<file path="src/rtl/morse_pkg.sv">
// Shared types, FSM state encodings and the Morse-to-ASCII lookup for the
// character assembler. Define MORSE_DIGITS_EN to decode 5-symbol digit codes.
package morse_pkg;

  localparam int unsigned MAX_SYMBOLS = 5;

  typedef logic [4:0] code_t;  // dot=0, dash=1, newest symbol in the LSB
  typedef logic [2:0] len_t;
  typedef logic [1:0] state_t;

  localparam state_t StIdle     = 2'd0;
  localparam state_t StCollect  = 2'd1;
  localparam state_t StOverflow = 2'd2;
  localparam state_t StSpace    = 2'd3;

  // Bits of code above len are always zero, so the low len bits fully identify the letter.
  function automatic logic [7:0] morse_lookup(input code_t code, input len_t len,
                                              input logic [7:0] invalid_char);
    logic [7:0] ch;
    ch = invalid_char;
    case (len)
      3'd1: ch = code[0] ? 8'h54 : 8'h45;  // T E
      3'd2: begin
        case (code[1:0])
          2'b00:   ch = 8'h49;  // I
          2'b01:   ch = 8'h41;  // A
          2'b10:   ch = 8'h4E;  // N
          default: ch = 8'h4D;  // M
        endcase
      end
      3'd3: begin
        case (code[2:0])
          3'b000:  ch = 8'h53;  // S
          3'b001:  ch = 8'h55;  // U
          3'b010:  ch = 8'h52;  // R
          3'b011:  ch = 8'h57;  // W
          3'b100:  ch = 8'h44;  // D
          3'b101:  ch = 8'h4B;  // K
          3'b110:  ch = 8'h47;  // G
          default: ch = 8'h4F;  // O
        endcase
      end
      3'd4: begin
        case (code[3:0])
          4'b0000: ch = 8'h48;  // H
          4'b0001: ch = 8'h56;  // V
          4'b0010: ch = 8'h46;  // F
          4'b0100: ch = 8'h4C;  // L
          4'b0110: ch = 8'h50;  // P
          4'b0111: ch = 8'h4A;  // J
          4'b1000: ch = 8'h42;  // B
          4'b1001: ch = 8'h58;  // X
          4'b1010: ch = 8'h43;  // C
          4'b1011: ch = 8'h59;  // Y
          4'b1100: ch = 8'h5A;  // Z
          4'b1101: ch = 8'h51;  // Q
          default: ch = invalid_char;
        endcase
      end
`ifdef MORSE_DIGITS_EN
      3'd5: begin
        case (code)
          5'b11111: ch = 8'h30;
          5'b01111: ch = 8'h31;
          5'b00111: ch = 8'h32;
          5'b00011: ch = 8'h33;
          5'b00001: ch = 8'h34;
          5'b00000: ch = 8'h35;
          5'b10000: ch = 8'h36;
          5'b11000: ch = 8'h37;
          5'b11100: ch = 8'h38;
          5'b11110: ch = 8'h39;
          default:  ch = invalid_char;
        endcase
      end
`else
      3'd5: ch = invalid_char;
`endif
      default: ch = invalid_char;
    endcase
    return ch;
  endfunction

endpackage

</file>
<file path="src/rtl/morse_char_assembler_if.sv">
// Byte stream from the assembler to its consumer (valid/ready, show-ahead data).
interface morse_char_assembler_if;
  logic [7:0] char_data;
  logic       char_valid;
  logic       char_ready;

  modport master (output char_data, output char_valid, input char_ready);
  modport slave  (input char_data, input char_valid, output char_ready);
endinterface

</file>
<file path="src/rtl/morse_char_fifo.sv">
// Synchronous show-ahead FIFO; a push while full only lands if a pop frees a slot
// in the same cycle. Head reads as zero while empty.
module morse_char_fifo #(
  parameter int unsigned DEPTH = 4,
  parameter int unsigned WIDTH = 8,
  localparam int unsigned AW = $clog2(DEPTH)
) (
  input  logic             clk_i,
  input  logic             reset_i,
  input  logic             push_i,
  input  logic [WIDTH-1:0] wdata_i,
  input  logic             pop_i,
  output logic [WIDTH-1:0] rdata_o,
  output logic [AW:0]      level_o,
  output logic             full_o,
  output logic             empty_o
);

  logic [WIDTH-1:0] mem_q [DEPTH];
  logic [AW-1:0]    wptr_q, wptr_d, rptr_q, rptr_d;
  logic [AW:0]      level_q, level_d;
  logic             do_push, do_pop;

  assign full_o  = (level_q == (AW+1)'(DEPTH));
  assign empty_o = (level_q == '0);
  assign level_o = level_q;
  assign rdata_o = empty_o ? '0 : mem_q[rptr_q];
  assign do_pop  = pop_i & ~empty_o;
  assign do_push = push_i & (~full_o | do_pop);

  // Pointer and occupancy bookkeeping; pointers wrap naturally at power-of-two depth.
  always_comb begin
    wptr_d  = wptr_q;
    rptr_d  = rptr_q;
    level_d = level_q;
    if (do_push) wptr_d = wptr_q + AW'(1);
    if (do_pop)  rptr_d = rptr_q + AW'(1);
    if (do_push && !do_pop)      level_d = level_q + (AW+1)'(1);
    else if (!do_push && do_pop) level_d = level_q - (AW+1)'(1);
  end

  // Control state with synchronous reset.
  always_ff @(posedge clk_i) begin
    if (reset_i) begin
      wptr_q  <= '0;
      rptr_q  <= '0;
      level_q <= '0;
    end else begin
      wptr_q  <= wptr_d;
      rptr_q  <= rptr_d;
      level_q <= level_d;
    end
  end

  // Storage array; contents are don't-care until written.
  always_ff @(posedge clk_i) begin
    if (do_push) mem_q[wptr_q] <= wdata_i;
  end

endmodule

</file>
<file path="src/rtl/morse_char_assembler.sv">
// Assembles decoder dot/dash/gap pulses into ASCII bytes and buffers them in a
// small FIFO. Build option: MORSE_DIGITS_EN enables 5-symbol digit decoding.
module morse_char_assembler
  import morse_pkg::*;
#(
  parameter int unsigned FIFO_DEPTH   = 4,
  parameter logic [7:0]  INVALID_CHAR = 8'h3F,
  parameter logic [7:0]  SPACE_CHAR   = 8'h20
) (
  input  logic                         clk,
  input  logic                         reset,
  input  logic                         dot,
  input  logic                         dash,
  input  logic                         lg,
  input  logic                         wg,
  morse_char_assembler_if.master       out_if,
  output logic [$clog2(FIFO_DEPTH):0]  fifo_level,
  output logic                         drop_flag,
  input  logic                         clear_drop
);

  state_t     state_q, state_d;
  code_t      code_q, code_d;
  len_t       len_q, len_d;
  logic       armed_q, armed_d;
  logic       drop_q, drop_d;
  logic       push, pop, full, empty, sym_valid;
  logic [7:0] wdata;

  assign sym_valid         = dot ^ dash;  // simultaneous dot+dash is meaningless
  assign pop               = out_if.char_valid & out_if.char_ready;
  assign out_if.char_valid = ~empty;
  assign drop_flag         = drop_q;

  // Assembler FSM: collect symbols, emit one byte per gap, one space per word.
  always_comb begin
    state_d = state_q;
    code_d  = code_q;
    len_d   = len_q;
    armed_d = armed_q;
    push    = 1'b0;
    wdata   = SPACE_CHAR;
    case (state_q)
      StIdle: begin
        if (sym_valid) begin
          code_d  = {4'b0000, dash};
          len_d   = 3'd1;
          state_d = StCollect;
        end else if (wg) begin
          push    = armed_q;
          armed_d = 1'b0;
        end
      end
      StCollect: begin
        if (sym_valid) begin
          if (len_q == len_t'(MAX_SYMBOLS)) begin
            state_d = StOverflow;
          end else begin
            code_d = {code_q[3:0], dash};
            len_d  = len_q + 3'd1;
          end
        end else if (lg || wg) begin
          push    = 1'b1;
          wdata   = morse_lookup(code_q, len_q, INVALID_CHAR);
          code_d  = '0;
          len_d   = '0;
          state_d = wg ? StSpace : StIdle;
          if (!wg) armed_d = 1'b1;
        end
      end
      StOverflow: begin
        if (lg || wg) begin
          push    = 1'b1;
          wdata   = INVALID_CHAR;
          code_d  = '0;
          len_d   = '0;
          state_d = wg ? StSpace : StIdle;
          if (!wg) armed_d = 1'b1;
        end
      end
      StSpace: begin
        push    = 1'b1;
        armed_d = 1'b0;
        state_d = StIdle;
        // A symbol here already belongs to the next letter.
        if (sym_valid) begin
          code_d  = {4'b0000, dash};
          len_d   = 3'd1;
          state_d = StCollect;
        end
      end
      default: state_d = StIdle;
    endcase
  end

  // Sticky overflow indication; a new drop wins over a simultaneous clear.
  always_comb begin
    drop_d = drop_q;
    if (push && full && !pop) drop_d = 1'b1;
    else if (clear_drop)      drop_d = 1'b0;
  end

  // Assembler and drop state registers.
  always_ff @(posedge clk) begin
    if (reset) begin
      state_q <= StIdle;
      code_q  <= '0;
      len_q   <= '0;
      armed_q <= 1'b0;
      drop_q  <= 1'b0;
    end else begin
      state_q <= state_d;
      code_q  <= code_d;
      len_q   <= len_d;
      armed_q <= armed_d;
      drop_q  <= drop_d;
    end
  end

  morse_char_fifo #(
    .DEPTH (FIFO_DEPTH),
    .WIDTH (8)
  ) u_fifo (
    .clk_i   (clk),
    .reset_i (reset),
    .push_i  (push),
    .wdata_i (wdata),
    .pop_i   (pop),
    .rdata_o (out_if.char_data),
    .level_o (fifo_level),
    .full_o  (full),
    .empty_o (empty)
  );

endmodule
</file>
<file path="src/flat_wrapper.sv">
// flat-port wrapper written by rule: the top's interface ports become plain ports
module morse_char_assembler_flat import morse_pkg::*;
#(
  parameter int unsigned FIFO_DEPTH   = 4,
  parameter logic [7:0]  INVALID_CHAR = 8'h3F,
  parameter logic [7:0]  SPACE_CHAR   = 8'h20
)
  (clk, reset, dot, dash, lg, wg, fifo_level, drop_flag, clear_drop, out_if_char_data, out_if_char_valid, out_if_char_ready);
  morse_char_assembler_if out_if_i ();
  input  logic clk;
  input  logic reset;
  input  logic dot;
  input  logic dash;
  input  logic lg;
  input  logic wg;
  output logic [$clog2(FIFO_DEPTH):0] fifo_level;
  output logic drop_flag;
  input  logic clear_drop;
  output wire logic [$bits(out_if_i.char_data)-1:0] out_if_char_data;
  output wire logic [$bits(out_if_i.char_valid)-1:0] out_if_char_valid;
  input wire logic [$bits(out_if_i.char_ready)-1:0] out_if_char_ready;
  assign out_if_char_data = out_if_i.char_data;
  assign out_if_char_valid = out_if_i.char_valid;
  assign out_if_i.char_ready = out_if_char_ready;
  morse_char_assembler #(.FIFO_DEPTH(FIFO_DEPTH), .INVALID_CHAR(INVALID_CHAR), .SPACE_CHAR(SPACE_CHAR)) u_core (.clk(clk), .reset(reset), .dot(dot), .dash(dash), .lg(lg), .wg(wg), .out_if(out_if_i), .fifo_level(fifo_level), .drop_flag(drop_flag), .clear_drop(clear_drop));
endmodule
</file>
<file path="config.mk">
export PLATFORM = sky130hd
export DESIGN_NAME = morse_char_assembler_flat
export DESIGN_NICKNAME = d
export VERILOG_FILES = /design/src/rtl/morse_pkg.sv /design/src/rtl/morse_char_assembler_if.sv /design/src/rtl/morse_char_fifo.sv /design/src/rtl/morse_char_assembler.sv /design/src/flat_wrapper.sv
export SDC_FILE = /design/constraint.sdc
export NUM_CORES = 1
export LEC_CHECK = 0
export CORE_ASPECT_RATIO = 1.2
export CORE_UTILIZATION = 35
export CTS_BUF_LIST = sky130_fd_sc_hd__clkbuf_4
export CTS_CLUSTER_SIZE = 16
export DETAILED_ROUTE_END_ITERATION = 10
export PLACE_DENSITY_LB_ADDON = 0.1
export SLEW_MARGIN = 40
export SYNTH_ARGS = -nofsm -noshare
export SYNTH_HDL_FRONTEND = slang
export SYNTH_HIERARCHICAL = 1
export SYNTH_SLANG_ARGS = --single-unit
</file>
<file path="constraint.sdc">
create_clock -name clk -period 3 [get_ports clk]
set_clock_uncertainty 0.15 [all_clocks]
set_input_delay 0.75 -clock clk [delete_from_list [all_inputs] [get_ports clk]]
set_output_delay 0.75 -clock clk [all_outputs]
set_load 0.02 [all_outputs]
</file>
==> flow_summary_export.csv, run 1 <==
group,metric,value,unit
logic_synthesis,synth_common_cells,"edfxtp_1 (32), dfxtp_1 (27), nor2_1 (24)",
placed_design,dp_hpwl,4970,microns
logic_synthesis,async_flop_share,0,%
cts,clock_sinks,59,
logic_synthesis,synth_largest_area_cell,"edfxtp_1",
cts,clockBufferDepth,2,
sta,rsz0062_at_grt,"no",
critical_path,critPathCaptureType,"flop",
sta,period_share,95.2,%
route,wire_per_inst,13.8,microns
pwr,power.density,720,nW/um^2
logic_synthesis,yosys.cell_count.top_type,"edfxtp_1",
critical_path,r2r_start,"u_core/state_q[1]",
critical_path,cp.required,3.15,ns
global_routing,grt_pass1_vias,2333,
sta,setup_violations,0,
route,ant_nets,0,
hold_path,hold_class,"reg -> reg",
critical_path,critical_path.startpoint,"wg",
global_routing,grt_overflow,0,
logic_synthesis,yosys_most_used_dff,"edfxtp_1",
floorplanning,coreArea,9080,sq um
critical_path,worst-r2r-cell-count,11,
cts,cts_buffers,9,
logic_synthesis,yosys-top-cells-area,"edfxtp_1 (29%), dfxtp_1 (16%), ha_1 (8.0%), mux4_2 (5.5%), nor2b_1 (3.0%)",
route,via_count,2350,
hold_path,worstHoldStart,"u_core/u_fifo/rptr_q[1]",
critical_path,cpPeakStageDelay,0.50,ns
pwr,p_sw,1.12,mW
critical_path,arrival,3.01,ns
logic_synthesis,yosysWarningCount,6,
sta,final_hold_viol_count,0,
cts,path_clk_slew,0.10,ns
global_routing,grt_max_degree,18,
floorplanning,die_w,90.4,microns
run,drv_cap,0,
global_routing,antenna_found_initial,0,
placed_design,gp_congestion,0.823,
route,drc,0,
layout,drive_gt1_share,28.3,%
route,first_pass_iters,6,
logic_synthesis,syn_area,3290,sq um
cts,htree_levels,3,
route,vias_per_cell,4.90,
logic_synthesis,yosysTopAreaCellShare,29.2,%
cts,post_cts_buffers,0,
pwr,power,2.94,mW
status,status,"completed",
route,drt-total-wl,6610,microns
cts,insertion_delay,0.39,ns
sta,worst_hold_slack,0.355,ns
sta,fin_crit,2.86,ns
layout,area_growth,24.4,%
layout,diodes,0,
pwr,sequentialPowerShare,36.3,%
logic_synthesis,synth_cell_types,69,
floorplanning,dieArea,9780,sq um
critical_path,slowest_stage,"or4b_4",
floorplanning,io_pins,21,
logic_synthesis,yosysSeqAreaShare,45.7,%
pwr,intPower,1.82,mW
logic_synthesis,synth_edf_count,32,
layout,nets,385,
placed_design,port_buffers,20,
sta,drv_slew,0,
critical_path,start_kind,"input pin",
route,drt-initial-drc-count,86,
cts,cts_tree,"done",
logic_synthesis,synth-seq-cells,59,
critical_path,path_cells,"clkdlybuf4s50_1, or4b_4, o21a_4, and2_4, a211oi_2, inv_1, ha_1, nand2_2, o21ai_0, a221oi_2",
critical_path,rrSetupSlack,0.21,ns
cts,cts-root-buf,"clkbuf_4",
global_routing,grt_pass1_wl,11200,microns
floorplanning,start_util,36.2,%
pwr,clockPowerShare,15.5,%
critical_path,cp_max_fo,3,
global_routing,track_usage,14.9,%
logic_synthesis,avgSynthCellArea,11.6,sq um
pwr,swShare,38.2,%
pwr,leakage,1.55,nW
logic_synthesis,syn_inst,284,
floorplanning,rows,38,
floorplanning,die_y,108,microns
pwr,peakVddDrop,0.255,mV
critical_path,worstSetupPathType,"in -> reg",
cts,holdBufCountCts,0,
pwr,combPwrFrac,48.2,%
sta,clock.fmax,0.350,GHz
cell usage in the layout (no fill, tap or decap), drive strengths merged, types with 5 or more instances in the layout:
master	instances
mux2i	6
o21ai	18
nand3	6
ha	21
edfxtp	32
a21o	6
buf	48
dfxtp	27
dlygate4sd2	10
inv	15
clkbuf	10
clkdlybuf4s50	9
nand2b	5
nand2	7
nor2b	16
a211oi	5
mux4	8
nor2	24
and2	6
xor2	5
a21oi	19
power by group through the flow:
stage               sequential (mW)  clock, mW  combinational, mW
global placement               1.08          0               1.48
finish                         1.07      0.455               1.42
floorplan                      1.08          0              0.903
CTS                            1.07      0.480               1.43
detailed placement             1.09          0               1.48
global route                   1.08      0.507               1.58
cell type report:
| cell class | instances | area [sq um] |
|---|---|---|
| tap | 120 | 150 |
| clock buffer | 10 | 75.1 |
| clock inverter | 6 | 32.5 |
| multi-input combinational | 202 | 1670 |
| timing repair buffer | 68 | 601 |
| inverter | 15 | 56.3 |
| sequential | 59 | 1500 |
| fill | 868 | 4990 |
worst min-delay path by stage:
| stage | to | depth (start not counted) |
|---|---|---|
| global route | u_core/armed_q | 2 |
| global placement | u_core/u_fifo/rptr_q[1] | 2 |
| floorplan | flop | 2 |
| CTS | u_core/u_fifo/rptr_q[1] | 2 |
| finish | u_core/u_fifo/rptr_q[1] | 2 |
| detailed placement | flop | 2 |
through the flow:
| stage | std cells | setup slack, ns | cell area [sq um] | setup TNS (ns) | util [%] |
|---|---|---|---|---|---|
| floorplan | 287 | 0.00737 | 3310 | 0 | - |
| global placement | 464 | -0.467 | 3980 | -2.72 | 43.8 |
| detailed placement | 464 | -0.509 | 3980 | -3.39 | 43.8 |
| CTS | 480 | 0.0873 | 4080 | 0 | 44.9 |
| global route | 480 | 0.0121 | 4090 | 0 | 45.0 |
| finish | 480 | 0.145 | 4090 | 0 | 45.0 |
kinds of logic (layout without fill, tap and decap cells):
kind of cell               count (synthesis)  after routing  synth area share [%]
and+or+nand+nor                           82             82                  14.5
AOI/OAI and AO/OA                         71             71                  16.3
DFF                                       59             59                  45.7
buffers and inverters                     26             99                  4.57
adders and majority gates                 22             22                  8.61
muxes                                     16             16                  8.11
xor gates and xnor gates                   7              7                  2.09
other                                      1              4                 0.114
what timing repair did:
item,4_1_cts,5_1_grt
pin swaps,0,2
gates resized for setup,10,5
setup endpoints to repair,9,7
routing by layer:
| metal | up-vias | wire length [microns] | track usage [%] |
|---|---|---|---|
| met3 | 7 | 214 | 3.52 |
| met4 | 0 | 90 | 5.99 |
| met1 | 1131 | 2970 | 17.2 |
| li1 | 1182 | - | - |
| met5 | - | 0 | 0 |
| met2 | 30 | 3340 | 26.6 |
critical path: cells and delay by family:
family                   cells  cell delay [ns]
buffers and inverters        2             0.55
adder cells (fa/ha/maj)      1             0.23
AND/OR/NAND/NOR              3             0.73
AO/OA/AOI/OAI                4             0.76
No activity file was read; power rests on OpenSTA's default activity.
==> run 2, diff against run 1 <==
--- a/config.mk
+++ b/config.mk
@@ -6,9 +6,8 @@
 export NUM_CORES = 1
 export LEC_CHECK = 0
 export CORE_ASPECT_RATIO = 1.2
-export CORE_UTILIZATION = 35
+export CORE_UTILIZATION = 50
 export CTS_BUF_LIST = sky130_fd_sc_hd__clkbuf_4
-export CTS_CLUSTER_SIZE = 16
 export DETAILED_ROUTE_END_ITERATION = 10
 export PLACE_DENSITY_LB_ADDON = 0.1
 export SLEW_MARGIN = 40
==> flow_summary_export.csv, run 2 (synthesized netlist as in run 1, its figures left out) <==
group,metric,value,unit
status,status,"completed",
layout,nets,386,
sta,worst_slack,0.0569,ns
pwr,combPwrFrac,45.2,%
route,via_count,2367,
pwr,power.density,764,nW/um^2
cts,clockBufferDepth,2,
layout,layout.cells.non_filler,446,
floorplanning,dieArea,6900,sq um
critical_path,critPathBufInv,2,
placed_design,dp_hpwl,4770,microns
critical_path,slowest_stage,"or4b_4",
layout,mostFrequentLayoutCells,"buf_4 (48), edfxtp_1 (32), dfxtp_1 (27), nor2_1 (24), ha_1 (19)",
pwr,clockPowerShare,20.5,%
cts,htree_levels,3,
floorplanning,die_y,90.8,microns
layout,drive_gt1_share,28.8,%
cts,cts-root-buf,"clkbuf_4",
global_routing,grt_max_degree,18,
critical_path,start_kind,"input pin",
cts,cts_tree,"done",
cts,cts_buffers,9,
pwr,swShare,36.1,%
pwr,leakage,1.58,nW
cts,insertion_delay,0.39,ns
critical_path,cp.required,3.12,ns
route,first_pass_iters,4,
placed_design,place_inst,430,
route,drc,0,
layout,area_growth,23.8,%
layout,diodes,0,
critical_path,path_cells,"clkdlybuf4s50_1, or4b_4, o21a_4, and2_4, a211oi_2, inv_1, ha_1, nor3_2, a311o_1",
critical_path,critPathCaptureType,"flop",
global_routing,grt_pass1_vias,2364,
critical_path,worstSetupPathType,"in -> reg",
global_routing,antenna_found_initial,0,
global_routing,grt_pass1_wl,10900,microns
route,ant_nets,0,
run,drv_cap,0,
placed_design,port_buffers,20,
route,drt-total-wl,6360,microns
hold_path,hold_class,"reg -> reg",
cts,holdBufCountCts,0,
critical_path,arrival,3.06,ns
sta,drv_slew,0,
pwr,p_sw,1.12,mW
global_routing,track_usage,20.2,%
layout,final_common_cell,"buf_4",
sta,setup_violations,0,
placed_design,dp_slack,-0.491,ns
sta,fin_crit,2.94,ns
route,wire_per_inst,14.3,microns
floorplanning,start_util,51.3,%
sta,worst_hold_slack,0.355,ns
route,drt-initial-drc-count,86,
critical_path,rrSetupSlack,0.14,ns
pwr,intPower,1.99,mW
placed_design,gp_congestion,0.884,
cts,clock_sinks,59,
floorplanning,io_pins,21,
critical_path,cpPeakStageDelay,0.54,ns
critical_path,cp_max_fo,4,
pwr,power,3.11,mW
pwr,peakVddDrop,0.458,mV
global_routing,grt_overflow,0,
floorplanning,coreArea,6410,sq um
floorplanning,die_w,76,microns
cts,path_clk_slew,0.10,ns
critical_path,crit_family,"simple AND/OR/NAND/NOR gates",
sta,final_hold_viol_count,0,
sta,rsz0062_at_grt,"no",
route,vias_per_cell,5.31,
pwr,sequentialPowerShare,34.3,%
sta,period_share,98.1,%
sta,clock.fmax,0.340,GHz
floorplanning,rows,32,
run 2: worst reg2reg max path, stage by stage (launching register included):
cell and delay (ns):
dfxtp_1 0.39, inv_1 0.09, ha_2 0.23, or4b_4 0.56
o21a_4 0.14, and2_4 0.16, a211oi_2 0.25, inv_1 0.11
ha_1 0.33, nor3_2 0.05, a311o_1 0.27
run 2: metrics by stage:
step / instance area, sq um / utilization [%] / setup TNS, ns
finish: 4070 / 63.5 / 0
global route: 4070 / 63.5 / 0
CTS: 4050 / 63.3 / 0
detailed placement: 3910 / 61.0 / -2.76
floorplan: 3310 / - / 0
global placement: 3910 / 61.0 / -2.33
run 2: layout make-up:
cell class	instances	area, sq um
clock buffers	11	82.6
clock inverters	5	77.6
fillers	530	2340
inverters	15	56.3
multi-input cells	202	1670
flip-flops and latches	59	1500
well taps	85	106
repair buffers	69	568
run 2: timing repair:
action,CTS,global route
setup endpoints to repair,9,6
cloned,0,0
gates resized for setup,10,3
buffers inserted,0,0
pin swaps,0,1
run 2: power groups by stage:
stage	clock, mW	combinational (mW)	sequential (mW)
4_1_cts	0.657	1.40	1.07
3_3_place_gp	0	1.43	1.08
5_1_grt	0.693	1.53	1.08
2_1_floorplan	0	0.903	1.08
6_report	0.637	1.40	1.07
3_5_place_dp	0	1.45	1.09
run 2: routing by layer:
layer	vias to the layer above	part of all wire [%]	wire length [microns]	GRT usage, %
li1	1177	-	-	-
met1	1137	43	2740	22.5
met2	43	52	3320	36.4
met3	10	3.0	191	5.35
met4	0	1.7	106	8.17
met5	-	0	0	0
run 2: worst paths after layout:
kind	to	cells past startpoint	startpoint
worst min-delay path	u_core/u_fifo/rptr_q[1]	2	u_core/u_fifo/rptr_q[1]
worst max register to register	flop	10	u_core/state_q[1]
worst max-delay path	flop	9	lg
worst min register to register	u_core/u_fifo/rptr_q[1]	2	u_core/u_fifo/rptr_q[1]
==> run 3, diff against run 2 <==
--- a/config.mk
+++ b/config.mk
@@ -10,6 +10,7 @@
 export CTS_BUF_LIST = sky130_fd_sc_hd__clkbuf_4
 export DETAILED_ROUTE_END_ITERATION = 10
 export PLACE_DENSITY_LB_ADDON = 0.1
+export RECOVER_POWER = 100
 export SLEW_MARGIN = 40
 export SYNTH_ARGS = -nofsm -noshare
 export SYNTH_HDL_FRONTEND = slang
==> flow_summary_export.csv, run 3 (synthesized netlist as in run 1, its figures left out) <==
group,metric,value,unit
floorplanning,rows,32,
floorplanning,die_y,90.8,microns
layout,post-route-util,62.5,%
critical_path,cp_max_fo,4,
route,via_count,2375,
status,status,"completed",
floorplanning,io_pins,21,
pwr,leakage,1.53,nW
layout,area_growth,21.8,%
global_routing,grt_max_degree,18,
critical_path,worst-r2r-cell-count,10,
layout,fillCellCount,549,
cts,htree_levels,3,
cts,cts-root-buf,"clkbuf_4",
sta,rsz0062_at_grt,"no",
cts,post_cts_buffers,0,
layout,mostFrequentLayoutCells,"buf_4 (32), edfxtp_1 (32), dfxtp_1 (27), nor2_1 (24), ha_1 (19)",
layout,nets,386,
global_routing,grt_pass1_vias,2364,
sta,period_share,97.9,%
cts,cts_tree,"done",
route,drc,0,
route,wire_per_inst,14.3,microns
sta,final_hold_viol_count,0,
placed_design,place_inst,430,
pwr,power.density,765,nW/um^2
critical_path,cp.required,3.12,ns
hold_path,min_path_cells,2,
floorplanning,dieArea,6900,sq um
layout,final_cell_area,4000,sq um
layout,drive_gt1_share,24.4,%
global_routing,grt_pass1_wl,10900,microns
placed_design,place_area,3910,sq um
critical_path,r2r_start,"u_core/state_q[1]",
critical_path,arrival,3.06,ns
placed_design,dp_hpwl,4770,microns
critical_path,critPathCaptureType,"flop",
critical_path,critical_path.startpoint,"lg",
layout,diodes,0,
critical_path,rrSetupSlack,0.15,ns
sta,fin_crit,2.94,ns
sta,clock.fmax,0.340,GHz
route,drt-total-wl,6360,microns
global_routing,antenna_found_initial,0,
route,ant_nets,0,
cts,clockBufferDepth,2,
sta,setup_violations,0,
run,drv_cap,0,
route,drt-initial-drc-count,84,
placed_design,gp_congestion,0.884,
placed_design,port_buffers,20,
hold_path,hold_class,"reg -> reg",
global_routing,track_usage,20.2,%
pwr,power,3.06,mW
route,vias_per_cell,5.33,
sta,drv_slew,0,
critical_path,start_kind,"input pin",
floorplanning,coreArea,6410,sq um
global_routing,grt_overflow,0,
floorplanning,start_util,51.3,%
cts,insertion_delay,0.40,ns
cts,path_clk_slew,0.10,ns
floorplanning,die_w,76,microns
layout,layout.cells.non_filler,446,
critical_path,worstSetupPathType,"in -> reg",
route,first_pass_iters,4,
cts,cts_buffers,9,
cts,clock_sinks,59,
pwr,peakVddDrop,0.455,mV
==> run 3: cell types whose count changed in the layout (fill, tap and decap cells not counted), sizes merged <==
cell           previous run  this run
clkbuf                   11        27
buf                      49        33
clkdlybuf4s50            10         5
dlygate4sd3               0         5
==> run 3: what timing repair did <==
item | CTS | global route
hold buffers | 0 | 0
pin swaps | 0 | 1
setup endpoints to repair | 9 | 6
gates resized for setup | 10 | 3
cloned | 0 | 0
==> run 3: per-stage QoR <==
step	setup slack, ns	setup TNS (ns)	hold WS (ns)
2_1_floorplan	0.00737	0	0.315
3_3_place_gp	-0.433	-2.33	0.324
3_5_place_dp	-0.491	-2.76	0.346
4_1_cts	0.0630	0	0.360
5_1_grt	0.00334	0	0.395
6_report	0.0628	0	0.355
==> run 3: routing by layer <==
metal	GRT usage [%]	part of all wire, %
met1	22.5	43
met2	36.4	52
met3	5.35	3.0
met4	8.17	1.7
met5	0	0
==> run 3: report_power, final <==
part | internal (mW) | switching [mW] | leakage (nW)
registers | 0.974 | 0.0897 | 0.498
logic | 0.621 | 0.741 | 0.948
clock network | 0.354 | 0.284 | 0.0868
total | 1.95 | 1.11 | 1.53
==> run 3: final cells by class <==
class	count	area, sq um	area share [%]
repair buffers	69	515	12.9
clock inverters	5	77.6	1.94
clock buffers	11	82.6	2.06
multi-input cells	202	1660	41.5
well taps	85	106	2.66
flip-flops and latches	59	1500	37.5
inverters	15	56.3	1.41
==> run 3: worst max-delay path, stage by stage <==
cell	delay (ns)
clkdlybuf4s50_1	0.45
or4b_4	0.54
o21a_4	0.14
and2_4	0.16
a211oi_2	0.25
inv_1	0.11
ha_1	0.33
nor3_2	0.05
a311o_1	0.27
==> run 3: worst min path at each step <==
stage | slack (ns) | endpoint | from
3_3_place_gp | 0.32 | flop | u_core/u_fifo/rptr_q[1]
5_1_grt | 0.40 | u_core/u_fifo/wptr_q[1] | u_core/u_fifo/wptr_q[1]
3_5_place_dp | 0.35 | u_core/u_fifo/rptr_q[1] | u_core/u_fifo/rptr_q[1]
4_1_cts | 0.36 | u_core/u_fifo/rptr_q[1] | u_core/u_fifo/rptr_q[1]
6_report | 0.35 | u_core/u_fifo/rptr_q[1] | u_core/u_fifo/rptr_q[1]
2_1_floorplan | 0.31 | flop | u_core/u_fifo/rptr_q[1]
